File: src/rtl/fp_pkg.sv
// Shared widths, IEEE-754 single-precision constants and the FSM encoding
// for the multi-cycle add/subtract unit.
package fp_pkg;
   localparam int W       = 32;
   localparam int EW      = 8;
   localparam int SW      = 23;
   localparam int BIAS    = 127;
   localparam int XW      = SW + 5;
   localparam int EXP_MAX = 2 * BIAS + 1;

   localparam logic [W-1:0] QNAN    = 32'h7FC00000;
   localparam logic [W-1:0] POS_INF = 32'h7F800000;

   typedef enum logic [2:0] {
      ST_IDLE,
      ST_UNPACK,
      ST_SWAP,
      ST_ALIGN,
      ST_ADD,
      ST_NORM,
      ST_PACK,
      ST_DONE
   } fsm_state_t;
endpackage

File: src/rtl/fp_add_subt_unit_if.sv
// Start/operand request and result/ACK response between the CORDIC control FSM
// (master) and the floating-point add/subtract unit (slave).
interface fp_add_subt_unit_if;
   logic                  Begin_SUM;
   logic                  ADD_SUBT;
   logic [fp_pkg::W-1:0]  Data_X;
   logic [fp_pkg::W-1:0]  Data_Y;
   logic [fp_pkg::W-1:0]  Result;
   logic                  ACK_ADD_SUBT;
   logic                  overflow_flag;
   logic                  underflow_flag;

   modport master (
      output Begin_SUM, ADD_SUBT, Data_X, Data_Y,
      input  Result, ACK_ADD_SUBT, overflow_flag, underflow_flag
   );

   modport slave (
      input  Begin_SUM, ADD_SUBT, Data_X, Data_Y,
      output Result, ACK_ADD_SUBT, overflow_flag, underflow_flag
   );
endinterface

File: src/rtl/fp_lzc.sv
// Combinational leading-zero counter over the extended significand;
// an all-zero input returns XW.
module fp_lzc
   import fp_pkg::*;
(
   input  logic [XW-1:0] din,
   output logic [4:0]    cnt
);

   // Ascending scan so the most significant set bit wins.
   always_comb begin
      cnt = 5'(XW);
      for (int i = 0; i < XW; i++) begin
         if (din[i]) cnt = 5'(XW - 1 - i);
      end
   end

endmodule

File: src/rtl/fp_add_subt_unit.sv
// Multi-cycle single-precision adder/subtractor, round toward zero, denormals flushed.
// Fixed latency: start sampled at edge 0, Result/ACK valid after edge 7; starts while busy are dropped.
module fp_add_subt_unit
   import fp_pkg::*;
(
   input  logic              CLK,
   input  logic              RST,
   fp_add_subt_unit_if.slave bus
);

   fsm_state_t state_q, state_d;
   logic       accept;

   logic [W-1:0]  op_x_q, op_y_q;
   logic          sub_q;

   logic          sx_q, sy_q;
   logic [EW-1:0] ex_q, ey_q;
   logic [SW:0]   mx_q, my_q;
   logic          spec_q;
   logic [W-1:0]  spec_res_q;

   logic          sa_q, eff_sub_q;
   logic [EW-1:0] ea_q, d_q;
   logic [SW:0]   ma_q, mb_q;

   logic [XW-1:0] mb_al_q, sum_q;
   logic          nzero_q;
   logic [9:0]    nexp_q;
   logic [SW-1:0] nfrac_q;

   logic [W-1:0]  result_q;
   logic          ack_q, ovf_q, unf_q;

   // Unpack: special operands short-circuit the whole datapath.
   logic          sy_eff, x_zero, y_zero, x_inf, y_inf, x_nan, y_nan, spec_d;
   logic [W-1:0]  spec_res_d;

   always_comb begin
      sy_eff     = op_y_q[W-1] ^ sub_q;
      x_zero     = (op_x_q[W-2:SW] == '0);
      y_zero     = (op_y_q[W-2:SW] == '0);
      x_inf      = (op_x_q[W-2:SW] == '1) && (op_x_q[SW-1:0] == '0);
      y_inf      = (op_y_q[W-2:SW] == '1) && (op_y_q[SW-1:0] == '0);
      x_nan      = (op_x_q[W-2:SW] == '1) && (op_x_q[SW-1:0] != '0);
      y_nan      = (op_y_q[W-2:SW] == '1) && (op_y_q[SW-1:0] != '0);
      spec_d     = 1'b1;
      spec_res_d = '0;
      if (x_nan || y_nan)
         spec_res_d = QNAN;
      else if (x_inf && y_inf)
         spec_res_d = (op_x_q[W-1] != sy_eff) ? QNAN : (POS_INF | {op_x_q[W-1], {(W-1){1'b0}}});
      else if (x_inf)
         spec_res_d = POS_INF | {op_x_q[W-1], {(W-1){1'b0}}};
      else if (y_inf)
         spec_res_d = POS_INF | {sy_eff, {(W-1){1'b0}}};
      else if (x_zero && y_zero)
         spec_res_d = '0;
      else if (y_zero)
         spec_res_d = op_x_q;
      else if (x_zero)
         spec_res_d = {sy_eff, op_y_q[W-2:0]};
      else
         spec_d = 1'b0;
   end

   logic x_ge;
   assign x_ge = ({ex_q, mx_q} >= {ey_q, my_q});

   // Align: bits shifted past the sticky position collapse into bit 0.
   logic [4:0]      d_sat;
   logic [2*XW-2:0] al_ext;
   logic [XW-1:0]   mb_al_d, sum_d;

   always_comb begin
      d_sat   = (d_q > EW'(XW - 1)) ? 5'(XW - 1) : d_q[4:0];
      al_ext  = {1'b0, mb_q, 3'b000, {(XW-1){1'b0}}} >> d_sat;
      mb_al_d = al_ext[2*XW-2:XW-1] | {{(XW-1){1'b0}}, |al_ext[XW-2:0]};
      sum_d   = eff_sub_q ? ({1'b0, ma_q, 3'b000} - mb_al_q)
                          : ({1'b0, ma_q, 3'b000} + mb_al_q);
   end

   logic [4:0]    lz, nshift;
   logic [9:0]    nexp_d;
   logic [SW-1:0] nfrac_d;

   fp_lzc u_lzc (
      .din (sum_q),
      .cnt (lz)
   );

   always_comb begin
      nshift = lz - 5'd1;
      if (sum_q[XW-1]) begin
         nexp_d  = {2'b00, ea_q} + 10'd1;
         nfrac_d = SW'(sum_q >> 4);
      end else begin
         nexp_d  = {2'b00, ea_q} - {5'b00000, nshift};
         nfrac_d = SW'((sum_q << nshift) >> 3);
      end
   end

   // Truncation: G/R/S are simply dropped; nexp_q[9] marks a negative exponent.
   logic [W-1:0] result_d;
   logic         ovf_d, unf_d;

   always_comb begin
      result_d = {sa_q, nexp_q[EW-1:0], nfrac_q};
      ovf_d    = 1'b0;
      unf_d    = 1'b0;
      if (spec_q) begin
         result_d = spec_res_q;
      end else if (nzero_q) begin
         result_d = '0;
      end else if (nexp_q[9] || nexp_q == '0) begin
         result_d = {sa_q, {(W-1){1'b0}}};
         unf_d    = 1'b1;
      end else if (nexp_q >= 10'(EXP_MAX)) begin
         result_d = POS_INF | {sa_q, {(W-1){1'b0}}};
         ovf_d    = 1'b1;
      end
   end

   always_comb begin
      state_d = state_q;
      accept  = 1'b0;
      case (state_q)
         ST_IDLE, ST_DONE: begin
            if (bus.Begin_SUM) begin
               accept  = 1'b1;
               state_d = ST_UNPACK;
            end
         end
         ST_UNPACK: state_d = ST_SWAP;
         ST_SWAP:   state_d = ST_ALIGN;
         ST_ALIGN:  state_d = ST_ADD;
         ST_ADD:    state_d = ST_NORM;
         ST_NORM:   state_d = ST_PACK;
         ST_PACK:   state_d = ST_DONE;
         default:   state_d = ST_IDLE;
      endcase
   end

   always_ff @(posedge CLK) begin
      case (state_q)
         ST_IDLE, ST_DONE: begin
            if (accept) begin
               op_x_q <= bus.Data_X;
               op_y_q <= bus.Data_Y;
               sub_q  <= bus.ADD_SUBT;
            end
         end
         ST_UNPACK: begin
            sx_q       <= op_x_q[W-1];
            sy_q       <= sy_eff;
            ex_q       <= op_x_q[W-2:SW];
            ey_q       <= op_y_q[W-2:SW];
            mx_q       <= {1'b1, op_x_q[SW-1:0]};
            my_q       <= {1'b1, op_y_q[SW-1:0]};
            spec_q     <= spec_d;
            spec_res_q <= spec_res_d;
         end
         ST_SWAP: begin
            sa_q      <= x_ge ? sx_q : sy_q;
            ea_q      <= x_ge ? ex_q : ey_q;
            ma_q      <= x_ge ? mx_q : my_q;
            mb_q      <= x_ge ? my_q : mx_q;
            d_q       <= x_ge ? (ex_q - ey_q) : (ey_q - ex_q);
            eff_sub_q <= sx_q ^ sy_q;
         end
         ST_ALIGN: mb_al_q <= mb_al_d;
         ST_ADD:   sum_q   <= sum_d;
         ST_NORM: begin
            nexp_q  <= nexp_d;
            nfrac_q <= nfrac_d;
            nzero_q <= (sum_q == '0);
         end
         default: ;
      endcase
   end

   // ACK rises one cycle after the result lands, giving the 7-edge latency.
   always_ff @(posedge CLK or posedge RST) begin
      if (RST) begin
         state_q  <= ST_IDLE;
         result_q <= '0;
         ack_q    <= 1'b0;
         ovf_q    <= 1'b0;
         unf_q    <= 1'b0;
      end else begin
         state_q <= state_d;
         if (accept) begin
            ack_q <= 1'b0;
            ovf_q <= 1'b0;
            unf_q <= 1'b0;
         end else if (state_q == ST_PACK) begin
            result_q <= result_d;
            ovf_q    <= ovf_d;
            unf_q    <= unf_d;
         end else if (state_q == ST_DONE) begin
            ack_q <= 1'b1;
         end
      end
   end

   assign bus.Result         = result_q;
   assign bus.ACK_ADD_SUBT   = ack_q;
   assign bus.overflow_flag  = ovf_q;
   assign bus.underflow_flag = unf_q;

endmodule

File: src/flat_wrapper.sv
// flat-port wrapper written by rule: the top's interface ports become plain ports
module fp_add_subt_unit_flat import fp_pkg::*;
  (CLK, RST, bus_Begin_SUM, bus_ADD_SUBT, bus_Data_X, bus_Data_Y, bus_Result, bus_ACK_ADD_SUBT, bus_overflow_flag, bus_underflow_flag);
  fp_add_subt_unit_if bus_i ();
  input  logic CLK;
  input  logic RST;
  input wire logic [$bits(bus_i.Begin_SUM)-1:0] bus_Begin_SUM;
  input wire logic [$bits(bus_i.ADD_SUBT)-1:0] bus_ADD_SUBT;
  input wire logic [$bits(bus_i.Data_X)-1:0] bus_Data_X;
  input wire logic [$bits(bus_i.Data_Y)-1:0] bus_Data_Y;
  output wire logic [$bits(bus_i.Result)-1:0] bus_Result;
  output wire logic [$bits(bus_i.ACK_ADD_SUBT)-1:0] bus_ACK_ADD_SUBT;
  output wire logic [$bits(bus_i.overflow_flag)-1:0] bus_overflow_flag;
  output wire logic [$bits(bus_i.underflow_flag)-1:0] bus_underflow_flag;
  assign bus_i.Begin_SUM = bus_Begin_SUM;
  assign bus_i.ADD_SUBT = bus_ADD_SUBT;
  assign bus_i.Data_X = bus_Data_X;
  assign bus_i.Data_Y = bus_Data_Y;
  assign bus_Result = bus_i.Result;
  assign bus_ACK_ADD_SUBT = bus_i.ACK_ADD_SUBT;
  assign bus_overflow_flag = bus_i.overflow_flag;
  assign bus_underflow_flag = bus_i.underflow_flag;
  fp_add_subt_unit u_core (.CLK(CLK), .RST(RST), .bus(bus_i));
endmodule
File: config.mk
export PLATFORM = sky130hd
export DESIGN_NAME = fp_add_subt_unit_flat
export DESIGN_NICKNAME = d
export VERILOG_FILES = /design/src/rtl/fp_pkg.sv /design/src/rtl/fp_add_subt_unit_if.sv /design/src/rtl/fp_lzc.sv /design/src/rtl/fp_add_subt_unit.sv /design/src/flat_wrapper.sv
export SDC_FILE = /design/constraint.sdc
export NUM_CORES = 1
export LEC_CHECK = 0
export ABC_AREA = 1
export BUFFER_PORTS_ARGS = -buffer_cell sky130_fd_sc_hd__buf_2
export CORE_MARGIN = 2
export CORE_UTILIZATION = 45
export CTS_CLUSTER_DIAMETER = 120
export DETAILED_ROUTE_END_ITERATION = 16
export PLACE_DENSITY_LB_ADDON = 0.2
export SYNTH_ARGS = -nofsm -noshare
export SYNTH_HDL_FRONTEND = slang
export SYNTH_SLANG_ARGS = --single-unit
File: constraint.sdc
create_clock -name CLK -period 13.3 [get_ports CLK]
set_input_delay 0.665 -clock CLK [delete_from_list [all_inputs] [get_ports CLK]]
set_output_delay 0.665 -clock CLK [all_outputs]
set_load 0.005 [all_outputs]
# --- Yosys cells after proc, flatten, opt, wreduce, memory -nomap -nowiden ---
# Cells that the tools add are included.
op_classes:
  n_addsub: 7
  order_cmp: 3
  n_eq_ne: 12
  shift: 2
  muxes: 67
  bitwise: 4
  reduce_logical: 25
ops:
  columns: ["operator", "n"]
  rows:
  - ["$mux W32", 9]
  - ["$mux W5", 28]
  - ["$mux W23", 3]
  - ["$mux W31", 2]
  - ["$shr A54 B5 Y55", 1]
  - ["$logic_not A23 Y1", 2]
  - ["$reduce_bool A23 Y1", 2]
  - ["$ge A32 B32 Y1", 1]
  - ["$add A27 B28 Y28", 1]
  - ["$logic_not A28 Y1", 1]
  - ["$mux W28", 1]
  - ["$or A28 B1 Y28", 1]
  - ["$shl A28 B5 Y26", 1]
  - ["$sub A27 B28 Y28", 1]
  - ["$reduce_or A27 Y1", 1]
  - ["$pmux W3 S7", 1]
  - ["$mux W1", 18]
  - ["$eq A8 B8 Y1 const B", 2]
  - ["$logic_not A8 Y1", 2]
  - ["$mux W8", 2]
  - ["$sub A8 B8 Y8", 2]
  - ["$eq A3 B3 Y1 const B", 4]
  - ["$ge A10 B8 Y1 const B", 1]
  - ["$logic_not A10 Y1", 1]
  - ["other kinds (20)", 32]
word_totals:
  register_bits: 356
  out_inout_bits: 35
  word_cells: 147

# --- Longest topological paths before layout ---
# Gate-level depths: netlist of run 1.
depth:
  word_depth: 31
  mapped_depth: 43
  depth_no_buf: 41

# --- Hierarchy ---
# A second synthesis of run 1 with hierarchy kept.
unflattened:
  cells_unflattened: 2340
  hier_area_um2: 20594.8
modules_own_cells:
  columns: ["module", "n_inst", "cells_per_inst", "area_each_um2", "seq_area_each_um2"]
  rows:
  - ["fp_add_subt_unit", 1, 2256, 20195.6, 10410.0]
  - ["fp_lzc", 1, 84, 399.1, 0.0]

# --- Worst setup path before layout of run 1 ---
# No wires, ideal clock.
synth_path:
  path_type: "reg-to-reg"
  startpoint: "reg u_core.state_q[1]"
  endpoint: "reg u_core.ex_q[0], enable pin"
  arrival_time_ns: 4.747
  path_slack_ns: 7.997
  path_stages_with_launch: 5
  path_buffers: 0
  path_cell_list: "dfrtp_1 > inv_1 > ha_1 > inv_1 > nor2_1"
synth_between:
  elab_chain_len: 1
synth_lines:
  columns: ["item", "line_no", "text"]
  rows:
  - ["from (decl)", "fp_add_subt_unit.sv:11", "fsm_state_t state_q, state_d;"]
  - ["from (signal assigned)", "fp_add_subt_unit.sv:191", "state_q <= state_d;"]
  - ["$eq A3 B1 Y1", "fp_add_subt_unit.sv:145", "case (state_q)"]
  - ["to (signal assigned)", "fp_add_subt_unit.sv:156", "ex_q <= op_x_q[W-2:SW];"]
  - ["to (decl)", "fp_add_subt_unit.sv:18", "logic [EW-1:0] ex_q, ey_q;"]
# Every way passes these cells.
# A chain may end at the register's enable or synchronous reset.

# --- Final worst setup path of run 1 ---
layout_path:
  startpoint: "reg u_core.sum_q[1]"
  endpoint: "reg u_core.nexp_q[8], data pin"
layout_between:
  elab_chain_len: 30
layout_lines:
  columns: ["item", "line_no", "text"]
  rows:
  - ["from (decl)", "fp_add_subt_unit.sv:27", "logic [XW-1:0] mb_al_q, sum_q;"]
  - ["from (signal assigned)", "fp_add_subt_unit.sv:172", "ST_ADD: sum_q <= sum_d;"]
  - ["$mux W5 (27 in series)", "fp_lzc.sv:14", "if (din[i]) cnt = 5'(XW - 1 - i);"]
  - ["$sub A5 B1 Y5", "fp_add_subt_unit.sv:93", "nshift = lz - 5'd1;"]
  - ["$sub A8 B5 Y9", "fp_add_subt_unit.sv:98", "nexp_d = {2'b00, ea_q} - {5'b00000, nshift};"]
  - ["$mux W10", "fp_add_subt_unit.sv:94", "if (sum_q[XW-1]) begin"]
  - ["via u_core.nexp_d[8]", "fp_add_subt_unit.sv:84", "logic [9:0] nexp_d;"]
  - ["to (signal assigned)", "fp_add_subt_unit.sv:174", "nexp_q <= nexp_d;"]
  - ["to (decl)", "fp_add_subt_unit.sv:29", "logic [9:0] nexp_q;"]
# The timed path passes the listed nets, and every way through them passes these cells.

==> results.ini, run 1 <==
[synth]
synth_edf_count = 315
avgSynthCellArea_um2 = 9.24
synth_cell_types = 56
syn_nets = 2266
ys.warnings.count = 0
synth_async_sr_flop_share_pct = 10.8
synth_sequential_area_ratio_pct = 53.7
ys_seq_elements = 353
synth_flop_cell = edfxtp_1
syn-cell-area_um2 = 19400
synthCells = 2098

[placed_design]
place_congestion = 0.927
placed_cells = 2687
detailed_place_hpwl_um = 42100
dp_slack_ns = 8.24
postPlaceCellArea_um2 = 20500
portBuffers = 102

[sta]
rsz0062_at_grt = no
slew_viol_final = 0
final_hold_viol_count = 0
worst_slew_pin_slew_ns = 0.996
setup_viol = 0
finalSetupTns_ns = 0
slew_headroom_pct = 33.5
period_share_pct = 38.6
skew_ns = 0.0276
setup_ws_ns = 8.17
fin_crit_ns = 5.13
fmax_mhz = 195

[floorplan]
fp-row-count = 76
pin_count = 103
die_height_um = 212
dieArea_um2 = 44700
dieWidth_um = 212
core_area_um2 = 42800
initial_core_util_pct = 45.3

[global_route]
antenna_found_initial = 0
grt_overflow_total = 0
grtUsageTotal_pct = 24.8
grt_max_degree = 77
grt_pass1_wl_um = 84000
grt_pass1_vias = 14500

[detailed_routing]
dr.pass1.iters = 5
vias = 15200
postRouteAntennaNets = 0
vias_per_cell = 5.50
initialDrtViolationCount = 1176
routed_wl_um = 54400
wl_per_cell_um = 19.7
drcViolationCount = 0

[power]
leakage_uw = 0.00898
p_per_area_nw_per_um2 = 237
switching_share_pct = 41.0
vdd_drop_max_mv = 0.117
p_comb_share_pct = 40.1
p_seq_share_pct = 38.9
intPower_uw = 3040
p_sw_uw = 2120
pwr-share-clk_pct = 21.0

[worst_setup_path]
cp_common_cell = nand2_1
crit_required_ns = 13.63
crit_family = simple AND/OR/NAND/NOR gates
cp-startpoint = u_core.sum_q[1]
r2r-start = u_core.sum_q[1]
cpPeakStageDelay_ns = 0.51
startpoint_type = flip-flop
crit_buf_inv = 3
critPathKind = reg -> reg
cp_max_fo = 43
endpoint_kind = flip-flop
slowest_stage = fa_1
arrival_ns = 5.47

[layout]
mostFrequentLayoutCells = nand2_1 (457), edfxtp_1 (315), inv_1 (218)
num_antenna_cells = 0
nNetsFinal = 2350
final_area_um2 = 21700
finalNonFillerCells = 2758
final_util_pct = 50.8
drive_gt1_share_pct = 9.45
final_common_cell = nand2_1
area_growth_pct = 12.2

[cts]
cts_hold_buf = 0
clockBufferDepth = 3
clock_latency_ns = 0.57
cts_sinks = 353
htreeDepth = 2
cts_tree = done
clockRootBuffer = clkbuf_16
cts_buffers = 39
cts.clk_slew.worst_paths_ns = 0.06
post_cts_resized = 0
cts_setup_buffers = 0

[run]
drv_cap = 0

[status]
status = finished, final reports clean

[hold_path]
hold_class = in -> async

-- flip-flops by register name, summed over array words and instances, names as in the netlist, 3 cells and up --
register	flops
u_core.op_y_q	32
u_core.nexp_q	10
u_core.d_q	8
u_core.ma_q	23
u_core.sum_q	28
u_core.spec_res_q	32
u_core.state_q	3
u_core.ea_q	8
u_core.ex_q	8
u_core.op_x_q	32
u_core.bus.Result	32
u_core.mb_al_q	27
u_core.nfrac_q	23
u_core.mb_q	23
u_core.mx_q	23
u_core.my_q	23
u_core.ey_q	8
-- final cells by class --
class	count	area (um2)
Clock buffer	56	1100
Clock inverter	15	189
Fill cell	3976	21000
Inverter	227	852
Multi-Input combinational cell	1436	7830
Sequential cell	353	10400
Tap cell	546	683
Timing Repair Buffer	125	683
-- power groups by stage --
stage          combinational [uW]  clock [uW]  sequential (uW)
2_1_floorplan                1450           0             1920
3_3_place_gp                 2040           0             2020
3_5_place_dp                 2060           0             2020
4_1_cts                      2070        1100             2010
5_1_grt                      2340        1140             2040
6_report                     2070        1080             2010
-- path summary, 6_finish.rpt --
| check | depth (start not counted) | to | slack (ns) |
|---|---|---|---|
| hold / removal | 3 | u_core.bus.Result[29] | 0.22 |
| hold reg to reg | 0 | u_core.ey_q[0] | 0.48 |
| min in group CLK | 1 | u_core.op_x_q[17] | 0.26 |
| max in group asynchronous | 3 | u_core.bus.Result[6] | 12.70 |
| setup reg to reg | 36 | u_core.nexp_q[8] | 8.17 |
| setup / recovery | 36 | u_core.nexp_q[8] | 8.17 |
-- layer usage --
| layer | global-route usage [%] | vias up | wire length (um) |
|---|---|---|---|
| met2 | 41.2 | 412 | 26000 |
| met1 | 34.6 | 7248 | 24700 |
| li1 | - | 7434 | - |
| met4 | 6.14 | 0 | 1110 |
| met3 | 2.92 | 67 | 2610 |
| met5 | 0 | - | 0 |
-- kinds of logic after synthesis --
group,Yosys count,synth area share (%)
buffers and inverters,309,6.08
and+or+nand+nor,822,17.8
DFF,353,53.7
muxes,12,0.620
AOI/OAI and AO/OA,462,13.1
xor gates and xnor gates,40,2.04
adders and majority gates,100,6.61
-- worst register-to-register path: cells and delay by family (launching register included) --
family          cells  cell delay (ns)
compound gates      2             0.61
fa+ha+maj           2             0.94
flops               1             0.43
simple gates       29             2.19
buf+inv             3             0.72
-- per-stage QoR --
| stage | power (uW) | hold WS [ns] |
|---|---|---|
| 4_1_cts | 5170 | 0.210 |
| 3_5_place_dp | 4080 | 0.465 |
| 5_1_grt | 5520 | 0.235 |
| 3_3_place_gp | 4060 | 0.469 |
| 2_1_floorplan | 3370 | 0.426 |
| 6_report | 5160 | 0.216 |
-- synth_stat cells, types with 3 or more instances --
cell type | n | area (um2)
o21ai_0 | 216 | 1080
xor2_1 | 31 | 272
nor4_1 | 22 | 138
inv_2 | 8 | 30.0
o31ai_1 | 6 | 45.0
a21oi_1 | 150 | 751
a32oi_1 | 3 | 26.3
o21bai_1 | 4 | 30.0
fa_1 | 4 | 80.1
or2_2 | 5 | 31.3
buf_2 | 6 | 30.0
o211ai_1 | 17 | 128
clkbuf_1 | 67 | 251
nand3b_1 | 3 | 22.5
nand4_1 | 18 | 113
buf_1 | 6 | 22.5
a21o_1 | 5 | 37.5
ha_1 | 96 | 1200
o21ai_1 | 8 | 40.0
xnor2_1 | 6 | 52.6
nand2_1 | 457 | 1720
nor3_1 | 14 | 70.1
o22ai_1 | 9 | 56.3
nor2_1 | 146 | 548
a22oi_1 | 18 | 135
nand3_1 | 147 | 736
inv_1 | 218 | 818
buf_4 | 3 | 22.5
edfxtp_1 | 315 | 9460
a221oi_1 | 5 | 43.8
dfrtp_1 | 38 | 951
a31oi_1 | 6 | 37.5
mux2i_1 | 12 | 120
No activity file was read; power rests on OpenSTA's default activity.
==> run 2, diff against run 1 <==
- ABC_AREA: 1 -> 0
- clock period: 13.3 -> 4.5 ns (I/O delays scaled with it)
==> run 2 against run 1 <==
  * Worst setup slack worse by 7.8 ns
  * Largest cell class unchanged
  * Via count is 0.44% higher
  * Combinational power grew to 3.1 times the previous value
==> results.ini, run 2 <==
[cts]
cts_sinks = 353
clockRootBuffer = clkbuf_16
clock_latency_ns = 0.56
cts_buffers = 39
clockBufferDepth = 3
post_cts_resized = 0
cts_tree = done
cts.clk_slew.worst_paths_ns = 0.06
htreeDepth = 2

[floorplan]
initial_core_util_pct = 45.5
dieWidth_um = 215
core_area_um2 = 44000
dieArea_um2 = 46200
die_height_um = 215
pin_count = 103
fp-row-count = 77

[synth]
ys.warnings.count = 0
synth_adder_area_share_pct = 6.55
synth_async_sr_flop_share_pct = 10.8
synth_edf_count = 315
synth_flop_cell = edfxtp_1
synth_top_family_by_area = compound AO/OA/AOI/OAI gates
avgSynthCellArea_um2 = 10.7
muxShareOfSynthArea_pct = 7.54
ys_seq_elements = 353
synth_sequential_area_ratio_pct = 52.0
synth_cell_types = 71
synth_simple_gate_area_share_pct = 13.1
synthCells = 1868
synth_compound_area_share_pct = 14.9
synth_common_cells = edfxtp_1 (315), nand2_1 (188), o21ai_0 (146)
syn_nets = 2036
synth.most_common_cell = edfxtp_1
syn-cell-area_um2 = 20000
synth_xor_xnor_area_share_pct = 1.96
synth_top_area_share_pct = 47.3
netlist_top_cells_area = edfxtp_1 (47%), ha_1 (6.0%), mux2i_1 (4.9%), dfrtp_1 (4.8%), o21ai_0 (3.7%)
synth_top_area_cell = edfxtp_1

[placed_design]
detailed_place_hpwl_um = 41700
place_congestion = 0.936
placed_cells = 2502
portBuffers = 102

[run]
drv_cap = 0

[global_route]
grt_pass1_wl_um = 86600
grt_overflow_total = 0
grtUsageTotal_pct = 24.3
grt_pass1_vias = 14800
antenna_found_initial = 0
grt_max_degree = 72

[worst_setup_path]
cp_max_fo = 8
arrival_ns = 4.42
critPathKind = reg -> reg
startpoint_type = flip-flop
crit_required_ns = 4.80
endpoint_kind = flip-flop

[power]
leakage_uw = 0.00906
vdd_drop_max_mv = 0.451
p_per_area_nw_per_um2 = 673

[sta]
fmax_mhz = 242
skew_ns = 0.0206
slew_headroom_pct = 32.7
finalSetupTns_ns = 0
worst_slew_pin_slew_ns = 1.01
period_share_pct = 91.7
final_hold_viol_count = 0
rsz0062_at_grt = no
fin_crit_ns = 4.13
setup_viol = 0
slew_viol_final = 0
holdWs_ns = 0.349

[layout]
drive_gt1_share_pct = 13.0
area_growth_pct = 15.8
mostFrequentLayoutCells = edfxtp_1 (315), nand2_1 (188), o21ai_0 (146)
finalNonFillerCells = 2638
final_common_cell = edfxtp_1
nNetsFinal = 2186
num_antenna_cells = 0

[status]
status = finished, final reports clean

[detailed_routing]
vias = 15200
drcViolationCount = 0
vias_per_cell = 5.77
dr.pass1.iters = 5
routed_wl_um = 56500
postRouteAntennaNets = 0
wl_per_cell_um = 21.4
initialDrtViolationCount = 1433

[hold_path]
hold_class = in -> async

## run 2: cell count changes after synthesis, sizes merged, moves of 35 or more
cell / change
mux2i: +86
inv: -118
nand3: -112
nand2: -273
o21ai: -76
a21oi: -68
nor3: +37
mux2: +35
## run 2: layer usage
| metal | wire length [um] | track usage [%] | up-vias | part of all wire (%) |
|---|---|---|---|---|
| li1 | - | - | 7282 | - |
| met1 | 24900 | 32.8 | 7344 | 44 |
| met2 | 26200 | 39.1 | 515 | 46 |
| met3 | 3580 | 4.27 | 87 | 6.3 |
| met4 | 1790 | 9.12 | 0 | 3.2 |
| met5 | 0 | 0 | - | 0 |
## run 2: final timing paths
path / start / to / slack, ns / cells after the start
max: u_core.sum_q[25] / u_core.nexp_q[7] / 0.37 / 16
max in group asynchronous: RST / u_core.bus.Result[2] / 3.80 / 4
min: RST / u_core.bus.Result[9] / 0.35 / 4
min in group CLK: bus_Data_X[30] / u_core.op_x_q[30] / 0.38 / 2
min reg2reg: u_core.bus.Result[29] / u_core.bus.Result[29] / 0.48 / 2
max reg2reg: u_core.sum_q[25] / u_core.nexp_q[7] / 0.37 / 16
## run 2: power breakdown
part / internal, uW / switching (uW)
clock: 1800 / 1320
sequential: 5120 / 936
combinational: 2490 / 3940
total: 9410 / 6190
## run 2: per-stage QoR
step           setup WS (ns)  utilization [%]  instance area, um2  power [uW]
6_report               0.374             52.6               23200       15600
5_1_grt                0.142             52.6               23200       16600
4_1_cts                0.428             52.6               23200       15600
3_5_place_dp           0.454             48.3               21300       12400
3_3_place_gp           0.451             48.3               21300       12300
2_1_floorplan          0.241                -               20000       10200
## run 2: what timing repair did
item                                    in CTS  in global routing
hold endpoints to repair                   104                  0
buffers inserted                             0                  0
endpoints found under the setup margin       0                  0
hold buffers                                67                  0
## run 2: kinds of logic (layout without fill, tap and decap cells)
logic type / count (synthesis) / after routing
mux: 139 / 139
fa+ha+maj: 103 / 103
xor+xnor: 44 / 44
flops: 353 / 353
simple gates: 559 / 559
buf+inv: 207 / 385
compound gates: 463 / 463
## run 2: worst max-delay path, stage by stage (launching register included)
cell and delay [ns]:
edfxtp_1 0.51, or2_2 0.37, or3_1 0.37, nor4_1 0.25
a31o_2 0.23, or3_1 0.11, ha_1 0.21, xor2_2 0.18
inv_2 0.06, ha_1 0.31, o21ai_0 0.10, nand2b_1 0.12
a21o_1 0.19, maj3_1 0.35, o22ai_1 0.21, o21ai_0 0.15
xnor2_1 0.15
## run 2: layout make-up
class / instances / area, um2
fillers: 3869 / 20900
flip-flops and latches: 353 / 10400
multi-input cells: 1308 / 8890
repair buffers: 208 / 1490
clock buffers: 50 / 1070
well taps: 592 / 741
inverters: 108 / 405
clock inverters: 19 / 169
